## src/rtl/seq_multiply.sv

```systemverilog
// Sequential shift-add multiplier with valid/ready handshakes.
// Operands are reduced to magnitudes at acceptance. A single WIDTH+1 bit adder is then
// iterated WIDTH times. The sign is re-applied when the full 2*WIDTH product is registered.
module seq_multiply #(
  parameter int unsigned WIDTH = 9
) (
  input  logic                 clk,
  input  logic                 rst,
  input  logic                 in_valid,
  output logic                 in_ready,
  input  logic [WIDTH-1:0]     A,
  input  logic [WIDTH-1:0]     B,
  input  logic                 is_signed,
  output logic                 out_valid,
  input  logic                 out_ready,
  output logic [2*WIDTH-1:0]   P
);

  localparam int unsigned CW = $clog2(WIDTH);
  localparam logic [CW-1:0]      CntOne  = CW'(1);
  localparam logic [CW-1:0]      CntLast = CW'(WIDTH - 1);
  localparam logic [WIDTH-1:0]   OneW    = WIDTH'(1);
  localparam logic [2*WIDTH-1:0] OneP    = (2 * WIDTH)'(1);

  typedef enum logic [1:0] {StIdle, StCalc, StDone} state_e;

  state_e              state_q;
  logic [WIDTH-1:0]    mcand_q;
  logic [WIDTH-1:0]    acc_q;     // high half of the running product
  logic [WIDTH-1:0]    mplier_q;  // multiplier, shifted out as product low bits shift in
  logic                neg_q;
  logic [CW-1:0]       count_q;
  logic [2*WIDTH-1:0]  p_q;
  logic                in_ready_q;
  logic                out_valid_q;

  logic [WIDTH-1:0]    mag_a;
  logic [WIDTH-1:0]    mag_b;
  logic [WIDTH:0]      sum;
  logic [2*WIDTH-1:0]  prod_full;
  logic [2*WIDTH-1:0]  prod_neg;

  // Operand magnitudes, partial-sum adder and the final product for the last iteration.
  always_comb begin
    mag_a     = (is_signed && A[WIDTH-1]) ? ((~A) + OneW) : A;
    mag_b     = (is_signed && B[WIDTH-1]) ? ((~B) + OneW) : B;
    sum       = {1'b0, acc_q} + {1'b0, (mplier_q[0] ? mcand_q : '0)};
    // Product after the final shift: carry-kept sum on top, remaining multiplier bits below.
    prod_full = {sum, mplier_q[WIDTH-1:1]};
    prod_neg  = (~prod_full) + OneP;
  end

  // Control FSM and datapath registers; all outputs are registered.
  always_ff @(posedge clk or posedge rst) begin
    if (rst) begin
      state_q     <= StIdle;
      mcand_q     <= '0;
      acc_q       <= '0;
      mplier_q    <= '0;
      neg_q       <= 1'b0;
      count_q     <= '0;
      p_q         <= '0;
      in_ready_q  <= 1'b1;
      out_valid_q <= 1'b0;
    end else begin
      unique case (state_q)
        StIdle: begin
          if (in_valid) begin
            mcand_q    <= mag_a;
            mplier_q   <= mag_b;
            acc_q      <= '0;
            neg_q      <= is_signed & (A[WIDTH-1] ^ B[WIDTH-1]);
            count_q    <= '0;
            in_ready_q <= 1'b0;
            state_q    <= StCalc;
          end
        end
        StCalc: begin
          acc_q    <= sum[WIDTH:1];
          mplier_q <= {sum[0], mplier_q[WIDTH-1:1]};
          count_q  <= count_q + CntOne;
          if (count_q == CntLast) begin
            p_q         <= neg_q ? prod_neg : prod_full;
            out_valid_q <= 1'b1;
            state_q     <= StDone;
          end
        end
        StDone: begin
          if (out_ready) begin
            out_valid_q <= 1'b0;
            in_ready_q  <= 1'b1;
            state_q     <= StIdle;
          end
        end
        default: begin
          state_q     <= StIdle;
          in_ready_q  <= 1'b1;
          out_valid_q <= 1'b0;
        end
      endcase
    end
  end

  assign in_ready  = in_ready_q;
  assign out_valid = out_valid_q;
  assign P         = p_q;

endmodule
```

## config.mk

```make
export PLATFORM = sky130hd
export DESIGN_NAME = seq_multiply
export DESIGN_NICKNAME = d
export VERILOG_FILES = /design/src/rtl/seq_multiply.sv
export SDC_FILE = /design/constraint.sdc
export NUM_CORES = 1
export LEC_CHECK = 0
export ABC_AREA = 1
export CAP_MARGIN = 20
export CORE_UTILIZATION = 56
export CTS_BUF_LIST = sky130_fd_sc_hd__clkbuf_16
export DETAILED_ROUTE_END_ITERATION = 10
export PLACE_DENSITY_LB_ADDON = 0.2
export SLEW_MARGIN = 20
export SYNTH_ARGS = -nofsm -noshare
export SYNTH_HDL_FRONTEND = slang
export SYNTH_SLANG_ARGS = --single-unit
```

## constraint.sdc

```tcl
create_clock -name clk -period 2.64 [get_ports clk]
set_input_delay 0.264 -clock clk [delete_from_list [all_inputs] [get_ports clk]]
set_output_delay 0.264 -clock clk [all_outputs]
set_load 0.05 [all_outputs]
```

-- Word-level counts from Yosys, hierarchy flattened
Cells that the tools add are included.
- flip-flop bits (word level): 54
- bits in latches: 0
- bits in writable memories: 0
- memory bits (read-only): 0
- bits of input ports: 23
- memories kept: 0
- $add $sub $neg: 5
- $mul: 0
- divide/modulo/power cells: 0
- order comparisons: 0
- equality and inequality tests: 6
- shift-type cells: 0
- mux-type cells: 20
- bitwise gates (word level): 7
- reduce and logical (&&, ||, !) cells: 10
- operators by type and width (kind ; count):
    9-bit two-way mux ; 5
    9-bit one-hot mux with 2 select lines ; 2
    18-bit by 1-bit adder with 18-bit output, second input constant ; 1
    9-bit by 1-bit adder with 9-bit output, second input constant ; 2
    18-bit two-way mux ; 1
    18-bit inverter ; 1
    9-bit inverter ; 2
    9-bit by 9-bit adder with 10-bit output ; 1
    3-bit AND reduction ; 3
    4-bit one-hot mux with 2 select lines ; 1
    2-bit two-way mux ; 3
    2-bit != test, second input constant ; 3
    1-bit one-hot mux with 3 select lines ; 2
    2-bit one-hot mux with 3 select lines ; 1
    2-bit AND reduction ; 3
    4-bit by 1-bit adder with 4-bit output, second input constant ; 1
    4-bit equality test, second input constant ; 1
    1-bit two-way mux ; 4
    4-bit two-way mux ; 1
    2-bit by 1-bit equality test with 1-bit output, second input constant ; 1
    2-bit equality test, second input constant ; 1
    1-bit logical AND ; 2
    2-bit logical NOT ; 1
    1-bit inverter ; 2
    3 further kinds ; 3

-- Longest topological paths before layout
Gate-level depths: netlist (run 1).
- depth in word-level cells: 5
- gate-level depth with buffers: 18
- mapped depth without buffers: 17

-- Worst setup path after synthesis (run 1)
No wires, ideal clock.
- path type: flip-flop to flip-flop
- start: register mplier_q[0]
- end: register p_q[17] (netlist: P[17])
- setup time: 116 ps
- arrival time: 2126 ps
- path slack: 398 ps
- stages on the path, launching flop included: 16
- cell sequence: dfrtp_1 > clkbuf_1 > nand2_1 > inv_1 > ha_1 > fa_1 > xnor2_2 > nand2_1 > inv_1 > nand2_1 > nor2_2 > nand3_2 > nand2_2 > nand3_2 > nand3_2 > nand2_2
- word-level cells in the longest chain between the ends: 5
- ends and longest elaborated chain (item ; line ; text):
    start, declared ; 30 ; logic [WIDTH-1:0] mplier_q;
    start signal, assigned ; 70 ; mplier_q <= mag_b;
    start signal, assigned ; 80 ; mplier_q <= {sum[0], mplier_q[WIDTH-1:1]};
    9-bit two-way mux (*) ; 47 ; sum = {1'b0, acc_q} + {1'b0, (mplier_q[0] ? mcand_q : '0)};
    9-bit by 9-bit adder with 10-bit output (*) ; 47 ;
    18-bit inverter ; 50 ; prod_neg = (~prod_full) + OneP;
    18-bit by 1-bit adder with 18-bit output ; 50 ;
    18-bit two-way mux (*) ; 83 ; p_q <= neg_q ? prod_neg : prod_full;
    end signal, assigned ; 83 ;
    end, declared ; 33 ; logic [2*WIDTH-1:0] p_q;
Every way passes the cells marked *; elsewhere a longest branch is shown, timed or not.
A chain may end at the register's enable or synchronous reset.

-- Worst setup path after layout (run 1)
- start: register mplier_q[0]
- end: register p_q[16] (netlist: P[16])
Same word-level chain as after synthesis.

==> results.yml, run 1 <==
global_routing:
  grt_pass1_wl_um: 13050
  grt_max_degree: 55
  grt_pass1_vias: 2940
  antenna_found_initial: 0
  grt_util_all_layers_pct: 26.28
  grt_overflow: 0
clocking:
  cts-root-buf: "clkbuf_16"
  cts_sinks: 54
  clk_pin_slew_ns: 0.07
  cts_tree: "built"
  clockBufferDepth: 2
  cts_resized: 0
  post_cts.repair.setup_buffers: 0
  cts_hold_buf: 0
  worstSkewPairLatency_ns: 0.29
  numCtsBuffers: 5
  htreeDepth: 2
synthesis:
  synthTopCellsByCount: "nand2_1 (118), dfrtp_1 (53), inv_1 (51)"
  mappedNetlistNets: 476
  synth_ff_type: "dfrtp_1"
  yosys_warnings: 0
  synth_top_area_share_pct: 38.98
  synthDistinctLibCells: 38
  ys_seq_area_share_pct: 39.76
  synth_top_area_cell: "dfrtp_1"
  netlist_area_sq_um: 3402
  synthArstFlopShare_pct: 100.0
  yosys-top-cells-area: "dfrtp_1 (39%), nand2_1 (13%), o21ai_0 (6.6%)"
  syn-instance-count: 438
  synth_edf_count: 0
  avgSynthCellArea_sq_um: 7.767
  synth-seq-cells: 54
  yosys.cell_count.top_type: "nand2_1"
routing:
  ant_nets: 0
  wire_per_inst_um: 13.14
  vias: 2926
  drt-vias-per-instance: 5.234
  wirelength_um: 7345
  drt_iter0_drc: 195
  drtPass1Iterations: 5
  route.detailed.drc: 0
setup_path:
  worstPathRequired_ns: 2.82
  crit_buf_inv: 1
  rr_endpoint: "P[16]"
  path_common_cell: "nand2_1"
  worstPathArrival_ns: 2.51
  start_kind: "flop"
  reg2reg_slack_ns: 0.32
  end_kind: "flop"
  reg2reg_depth: 14
  endpoint: "P[16]"
  worstReg2RegStart: "mplier_q[0]"
  startpoint: "mplier_q[0]"
  path_depth: 14
  crit_path_top_delay_cell: "dfrtp_1"
  crit_fanout: 10
  path_delay_family: "simple AND/OR/NAND/NOR gates"
  path_cells: "nand2_1 > inv_1 > ha_1 > fa_1 > xnor2_2 > nand2_1 > nor2_2 > nand3_2 > nor2_4 > nand2_1 > nand2_1 > nand2_1 > nand3_1 > nand2_1"
  crit_path_max_incr_delay_ns: 0.47
  crit_type: "flop to flop"
finish:
  multi_input_area_sq_um: 1797
  area_growth_pct: 20.23
  finalCoreUtilization_pct: 69.49
  nNetsFinal: 521
  regArea_sq_um: 1353
  num-fill-cells: 486
  final_cell_area_sq_um: 4090
  num_antenna_cells: 0
  layout-drive-gt1-share_pct: 11.16
pwr:
  ir_worst_vdd_mv: 0.6906
  power.leakage_uw: 0.002047
  power_density_nw_per_um2: 1277
timing:
  maxSlewViolCount: 0
  setup_tns_ns: 0
  period_share_pct: 87.95
  relSlewSlack_pct: 66.49
  finalHoldViolCount: 0
  finClkSkew_ns: 0.007537
  rsz0062_at_grt: "false"
  final-setup-viol-count: 0
  max_freq_mhz: 430.7
  layout_min_cycle_time_ns: 2.322
  worst_pin_slew_ns: 0.5011
placed_design:
  dp_hpwl_um: 5537
  gp_congestion: 0.8690
  post_dp_cell_area_sq_um: 3928
  portBuffers: 42
outcome:
  status: "finished clean"
die:
  initial_core_util_pct: 57.80
  fp.dieW_um: 79.94
  fp.dieArea_sq_um: 6390
  core_sq_um: 5886
  die_h_um: 79.94
  num_rows: 28
  io-pin-count: 43
worst_hold_path:
  hold_path_class: "input pin to asynchronous set/reset pin"
run:
  cap_viol_max_count: 0
-- per-layer routing --
| layer | vias to the layer above | track usage (%) | routed length, um |
|---|---|---|---|
| li1 | 1504 | - | - |
| met1 | 1353 | 32.82 | 3304 |
| met2 | 57 | 46.07 | 3715 |
| met3 | 12 | 4.114 | 204 |
| met4 | 0 | 8.750 | 120 |
| met5 | - | 0 | 0 |
-- per-stage QoR --
step                      total power (uW)  setup WS [ns]  hold slack (ns)  std cells
after floorplan                       3689         0.3976           0.4017        438
after global placement                4423         0.3704           0.4642        551
after detailed placement              4505         0.3086           0.4727        551
after CTS                             5262         0.3001           0.3554        559
after global routing                  5672         0.1268           0.3701        559
final                                 5224         0.3181           0.3391        559
-- area by class of cell --
cell class | instances | area share, %
flip-flops and latches | 54 | 33.07
well taps | 75 | 2.294
inverters | 55 | 5.047
multi-input cells | 319 | 43.93
clock buffers | 5 | 3.059
clock inverters | 3 | 0.9177
repair buffers | 48 | 11.69
-- cells in the final DEF, fill, tap and decap left out, types with 2 or more instances in the layout --
cell type	count
nor2_2	4
xor2_1	16
ha_1	14
o221ai_1	2
o21ai_0	45
a21oi_1	9
o31ai_1	2
clkdlybuf4s50_1	42
nand2_2	18
clkinv_1	3
xnor2_1	7
a31oi_1	2
buf_4	5
nand4_1	3
nor3_1	4
nand3_2	8
inv_1	51
nor2_1	25
inv_2	3
dfrtp_1	53
nand2_1	118
nand3_1	20
nand3b_1	2
nor2_4	2
clkbuf_16	5
a22oi_1	7
-- power breakdown --
group          switching [uW]  internal [uW]
clock                     292            441
combinational            1920           1070
sequential                293           1210
-- cell families after synthesis --
family / Yosys count / synth area share [%]
buffers and inverters: 65 / 7.429
AOI/OAI and AO/OA: 73 / 12.43
muxes: 1 / 0.2942
xor gates and xnor gates: 24 / 6.399
adders and majority gates: 15 / 5.737
DFF: 54 / 39.76
and+or+nand+nor: 206 / 27.95
-- worst min-delay path by stage --
stage	slack, ns	start	to	cells past startpoint
6_report	0.34	rst	P[14]	3
3_5_place_dp	0.47	P[5]	P[5]	2
3_3_place_gp	0.46	P[15]	P[15]	2
4_1_cts	0.36	rst	P[15]	3
2_1_floorplan	0.40	A[8]	mcand_q[8]	2
5_1_grt	0.37	rst	out_valid	3
-- state kept, by name, indices dropped and copies added, names as in the netlist --
| register | cells |
|---|---|
| P | 18 |
| acc_q | 9 |
| count_q | 4 |
| in_ready | 1 |
| mcand_q | 9 |
| mplier_q | 9 |
| neg_q | 1 |
| out_valid | 1 |
| state_q | 2 |
-- worst reg2reg max path, cell delays in order, from the launching register on --
cell and delay [ns]:
dfrtp_1 0.47, nand2_1 0.09, inv_1 0.04, ha_1 0.20, fa_1 0.45, xnor2_2 0.24
nand2_1 0.11, nor2_2 0.15, nand3_2 0.10, nor2_4 0.10, nand2_1 0.07, nand2_1 0.06
nand2_1 0.04, nand3_1 0.06, nand2_1 0.05
No activity file was read; power rests on OpenSTA's default activity.
==> run 2: changes to the inputs <==
Settings changed: CELL_PAD_IN_SITES_DETAIL_PLACEMENT set to 1, CELL_PAD_IN_SITES_GLOBAL_PLACEMENT set to 1, CORE_UTILIZATION 56 to 41, SLEW_MARGIN 20 to 5.
==> run 2 against run 1 <==
Utilization decreased by 17 points. Clock power is 2% higher. Sequential share of layout area is 0.20 points lower. Die area grew 36%. Critical path type unchanged. Largest cell class unchanged. Count of clock-buffer cells in the layout unchanged. Final cell count is 4.8% higher. Register-to-register slack got worse by 0.10 ns. Highest routed layer unchanged. Sequential power barely moved.
==> results.yml, run 2 (synthesized netlist as in run 1, its figures left out) <==
timing:
  holdWs_ns: 0.4755
  relSlewSlack_pct: 53.48
  layout_min_cycle_time_ns: 2.422
  setup_tns_ns: 0
  rsz0062_at_grt: "false"
  worst_pin_slew_ns: 0.6979
  finClkSkew_ns: 0.006658
  max_freq_mhz: 412.8
  period_share_pct: 91.75
  finalHoldViolCount: 0
  final-setup-viol-count: 0
  maxSlewViolCount: 0
setup_path:
  crit_fanout: 10
  reg2reg_depth: 14
  worstPathArrival_ns: 2.61
  worstPathRequired_ns: 2.83
  start_kind: "flop"
  end_kind: "flop"
  crit_type: "flop to flop"
clocking:
  cts_hold_buf: 0
  clk_pin_slew_ns: 0.07
  cts_sinks: 54
  cts_tree: "built"
  cts_resized: 0
  worstSkewPairLatency_ns: 0.29
  htreeDepth: 2
  clockBufferDepth: 2
  post_cts.repair.setup_buffers: 0
  numCtsBuffers: 5
  cts-root-buf: "clkbuf_16"
die:
  fp.dieW_um: 93.09
  fp.dieArea_sq_um: 8666
  die_h_um: 93.09
  initial_core_util_pct: 43.13
  core_sq_um: 7888
  num_rows: 32
  io-pin-count: 43
routing:
  wire_per_inst_um: 14.65
  wirelength_um: 8582
  drtPass1Iterations: 4
  ant_nets: 0
  route.detailed.drc: 0
  drt_iter0_drc: 68
  drt-vias-per-instance: 5.094
  vias: 2985
global_routing:
  grt_overflow: 0
  antenna_found_initial: 0
  grt_util_all_layers_pct: 21.60
  grt_pass1_wl_um: 14830
  grt_max_degree: 55
  grt_pass1_vias: 3149
finish:
  largest_reg_flops: 18
  nNetsFinal: 521
  final_common_cell: "nand2_1"
  final_cell_count_no_fill: 586
  num-fill-cells: 999
  layout-drive-gt1-share_pct: 11.36
  finalCoreUtilization_pct: 52.17
  final_cell_mix: "nand2_1 (118), dfrtp_1 (53), inv_1 (51)"
  area_growth_pct: 20.96
  num_antenna_cells: 0
run:
  cap_viol_max_count: 0
placed_design:
  portBuffers: 42
  dp_hpwl_um: 6756
  gp_congestion: 0.7634
  dp_cells: 578
worst_hold_path:
  whs_path_depth: 2
  hold_path_class: "flop to flop"
pwr:
  ir_worst_vdd_mv: 0.3852
  power.leakage_uw: 0.002041
  power_density_nw_per_um2: 1291
outcome:
  status: "finished clean"
run 2: cell types whose count changed in the layout (fill, tap and decap cells not counted):
cell        delta
buf_12         -1
clkinvlp_4     +1
clkinv_1       -1
buf_4          +1
run 2: layer usage:
metal  vias to the layer above  share of wire, %  GRT usage (%)
met5                         -                 0              0
met4                         0              0.54          3.846
met3                         5               1.7          2.927
met2                        31                53          40.99
met1                      1450                45          25.99
li1                       1499                 -              -
run 2: final timing paths:
path                       slack [ns]   startpoint           to
setup / recovery                 0.22  mplier_q[0]        P[17]
hold / removal                   0.48     in_ready     in_ready
setup reg to reg                 0.22  mplier_q[0]        P[17]
hold reg to reg                  0.48     in_ready     in_ready
max in group asynchronous        1.69          rst     acc_q[1]
min in group asynchronous        0.49          rst  mplier_q[5]
run 2: area by class of cell:
| cell class | instances | area [sq um] | area share (%) |
|---|---|---|---|
| inverters | 55 | 206.4 | 5.017 |
| clock inverters | 3 | 41.29 | 1.003 |
| well taps | 102 | 127.6 | 3.101 |
| repair buffers | 48 | 465.4 | 11.31 |
| multi-input cells | 319 | 1797 | 43.66 |
| flip-flops and latches | 54 | 1353 | 32.87 |
| clock buffers | 5 | 125.1 | 3.040 |
run 2: worst max-delay path: stages, from the launching register on:
cell and delay [ns]:
dfrtp_1 0.47, nand2_1 0.09, inv_1 0.04, ha_1 0.20
fa_1 0.45, xnor2_2 0.26, nand2_1 0.11, inv_1 0.07
nand2_1 0.10, nor2_2 0.14, nand3_2 0.08, nand2_2 0.08
nand3_2 0.07, nand3_2 0.09, nand2_2 0.05
run 2: report_power, final:
group	switching, uW	total (uW)	internal (uW)
combinational	2000	3060	1060
sequential	291	1500	1210
clock	306	751	445
total	2600	5310	2720
run 2: per-stage QoR:
| stage | setup WS [ns] | total power (uW) | cell area (sq um) |
|---|---|---|---|
| final | 0.2177 | 5312 | 4115 |
| after floorplan | 0.3976 | 3689 | 3402 |
| after global placement | 0.3455 | 4461 | 3949 |
| after global routing | 0.002758 | 5762 | 4115 |
| after detailed placement | 0.2191 | 4590 | 3949 |
| after CTS | 0.1876 | 5366 | 4115 |
==> run 3: changes to the inputs <==
Settings changed: PLACE_DENSITY set to 0.89, PLACE_DENSITY_LB_ADDON 0.2 to unset.
==> run 3 against run 2 <==
Final cell count stayed put. Design area is 0.27% lower. Utilization is 0.14 points lower. First-iteration DRC count down 2.9%. Wire length increased by 7.4%. Via count increased by 2.3%. Non-clock buffer count did not move. Hold slack got worse by 0.14 ns. Setup slack worse by 0.0086 ns. Sequential share of layout area increased by 0.12 points. Clock power is 12% lower. Die area unchanged.
==> results.yml, run 3 (synthesized netlist as in run 1, its figures left out) <==
outcome:
  status: "finished clean"
die:
  fp.dieArea_sq_um: 8666
  initial_core_util_pct: 43.13
  fp.dieW_um: 93.09
  die_h_um: 93.09
  core_sq_um: 7888
  num_rows: 32
  io-pin-count: 43
pwr:
  ir_worst_vdd_mv: 0.5417
  total_power_uw: 5285
  power_density_nw_per_um2: 1288
  power.leakage_uw: 0.002031
placed_design:
  dp_hpwl_um: 7119
  pre_cts_ws_ns: 0.2100
  portBuffers: 42
  gp_congestion: 0.8119
  dp_cells: 578
  post_dp_cell_area_sq_um: 3961
timing:
  relSlewSlack_pct: 65.02
  finalHoldViolCount: 0
  setup_ws_ns: 0.2091
  setup_tns_ns: 0
  final-setup-viol-count: 0
  maxSlewViolCount: 0
  worst_pin_slew_ns: 0.5230
  finClkSkew_ns: 0.008904
  rsz0062_at_grt: "false"
  period_share_pct: 92.08
  max_freq_mhz: 411.4
  layout_min_cycle_time_ns: 2.431
routing:
  drt-vias-per-instance: 5.213
  drt_iter0_drc: 66
  route.detailed.drc: 0
  wirelength_um: 9221
  wire_per_inst_um: 15.74
  ant_nets: 0
  drtPass1Iterations: 4
  vias: 3055
setup_path:
  end_kind: "flop"
  reg2reg_depth: 14
  startpoint: "mplier_q[0]"
  worstReg2RegStart: "mplier_q[0]"
  worstPathRequired_ns: 2.83
  worstPathArrival_ns: 2.62
  endpoint: "P[17]"
  crit_type: "flop to flop"
  rr_endpoint: "P[17]"
  start_kind: "flop"
  reg2reg_slack_ns: 0.21
  crit_fanout: 10
clocking:
  worstSkewPairLatency_ns: 0.30
  clk_pin_slew_ns: 0.08
  cts_tree: "built"
  numCtsBuffers: 5
  cts_hold_buf: 0
  cts-root-buf: "clkbuf_16"
  htreeDepth: 2
  cts_sinks: 54
  clockBufferDepth: 2
finish:
  area_growth_pct: 20.63
  largest_reg_flops: 18
  final_common_cell: "nand2_1"
  layout-drive-gt1-share_pct: 11.36
  final_cell_mix: "nand2_1 (118), dfrtp_1 (52), inv_1 (50)"
  nNetsFinal: 521
  final_cell_area_sq_um: 4104
  num-fill-cells: 987
  final_cell_count_no_fill: 586
  num_antenna_cells: 0
global_routing:
  grt_overflow: 0
  grt_pass1_vias: 3417
  antenna_found_initial: 0
  grt_max_degree: 55
  grt_pass1_wl_um: 15860
  grt_util_all_layers_pct: 23.20
run:
  cap_viol_max_count: 0
worst_hold_path:
  hold_path_class: "input pin to asynchronous set/reset pin"
-- run 3: cell count changes in the layout (fill, tap and decap cells not counted) --
cell        change
dfrtp_2         +1
bufinv_16       -1
inv_1           -1
buf_12          +1
buf_4           -1
dfrtp_1         -1
clkinv_4        +1
clkinvlp_4      -1
clkinv_1        +2
-- run 3: report_power, final --
part	internal, uW	switching [uW]
sequential	1210	299
combinational	1060	2050
clock	348	312
-- run 3: repair_timing --
| action | in CTS | in global routing |
|---|---|---|
| gates resized for setup | 0 | 1 |
| setup buffers | 0 | 0 |
| setup endpoints to repair | 0 | 4 |
-- run 3: critical path: stages, from the launching register on --
cell and delay [ns]:
dfrtp_2 0.48, nand2_1 0.10, inv_1 0.05, ha_1 0.21, fa_1 0.46, xnor2_2 0.23
nand2_1 0.13, inv_1 0.08, nand2_1 0.10, nor2_2 0.14, nand3_2 0.08, nand2_2 0.08
nand3_2 0.07, nand3_2 0.08, nand2_2 0.05
-- run 3: metal layers --
metal | GRT usage, % | up-vias | part of all wire, %
met2 | 43.63 | 58 | 53
li1 | - | 1497 | -
met1 | 26.75 | 1481 | 43
met5 | 0 | - | 0
met3 | 3.496 | 19 | 2.4
met4 | 7.308 | 0 | 1.9
-- run 3: metrics by stage --
stage	hold WS [ns]	util (%)
2_1_floorplan	0.4017	-
6_report	0.3375	52.03
3_5_place_dp	0.4653	50.22
3_3_place_gp	0.4545	50.22
4_1_cts	0.3722	52.01
5_1_grt	0.3685	52.03
-- run 3: cell type report --
| type | count | area, sq um | share of cell area (%) |
|---|---|---|---|
| Multi-Input combinational cell | 319 | 1797 | 43.78 |
| Sequential cell | 54 | 1354 | 32.99 |
| Timing Repair Buffer | 48 | 478.0 | 11.65 |
| Inverter | 55 | 206.4 | 5.030 |
| Tap cell | 102 | 127.6 | 3.110 |
| Clock buffer | 5 | 125.1 | 3.049 |
| Clock inverter | 3 | 16.27 | 0.3963 |
-- run 3: worst min-delay path by stage --
stage | slack, ns | startpoint | endpoint | cells after the start
global route | 0.37 | rst | P[2] | 3
CTS | 0.37 | rst | P[2] | 3
detailed placement | 0.47 | in_ready | in_ready | 2
global placement | 0.45 | in_ready | in_ready | 2
finish | 0.34 | rst | P[2] | 3
floorplan | 0.40 | A[8] | mcand_q[8] | 2
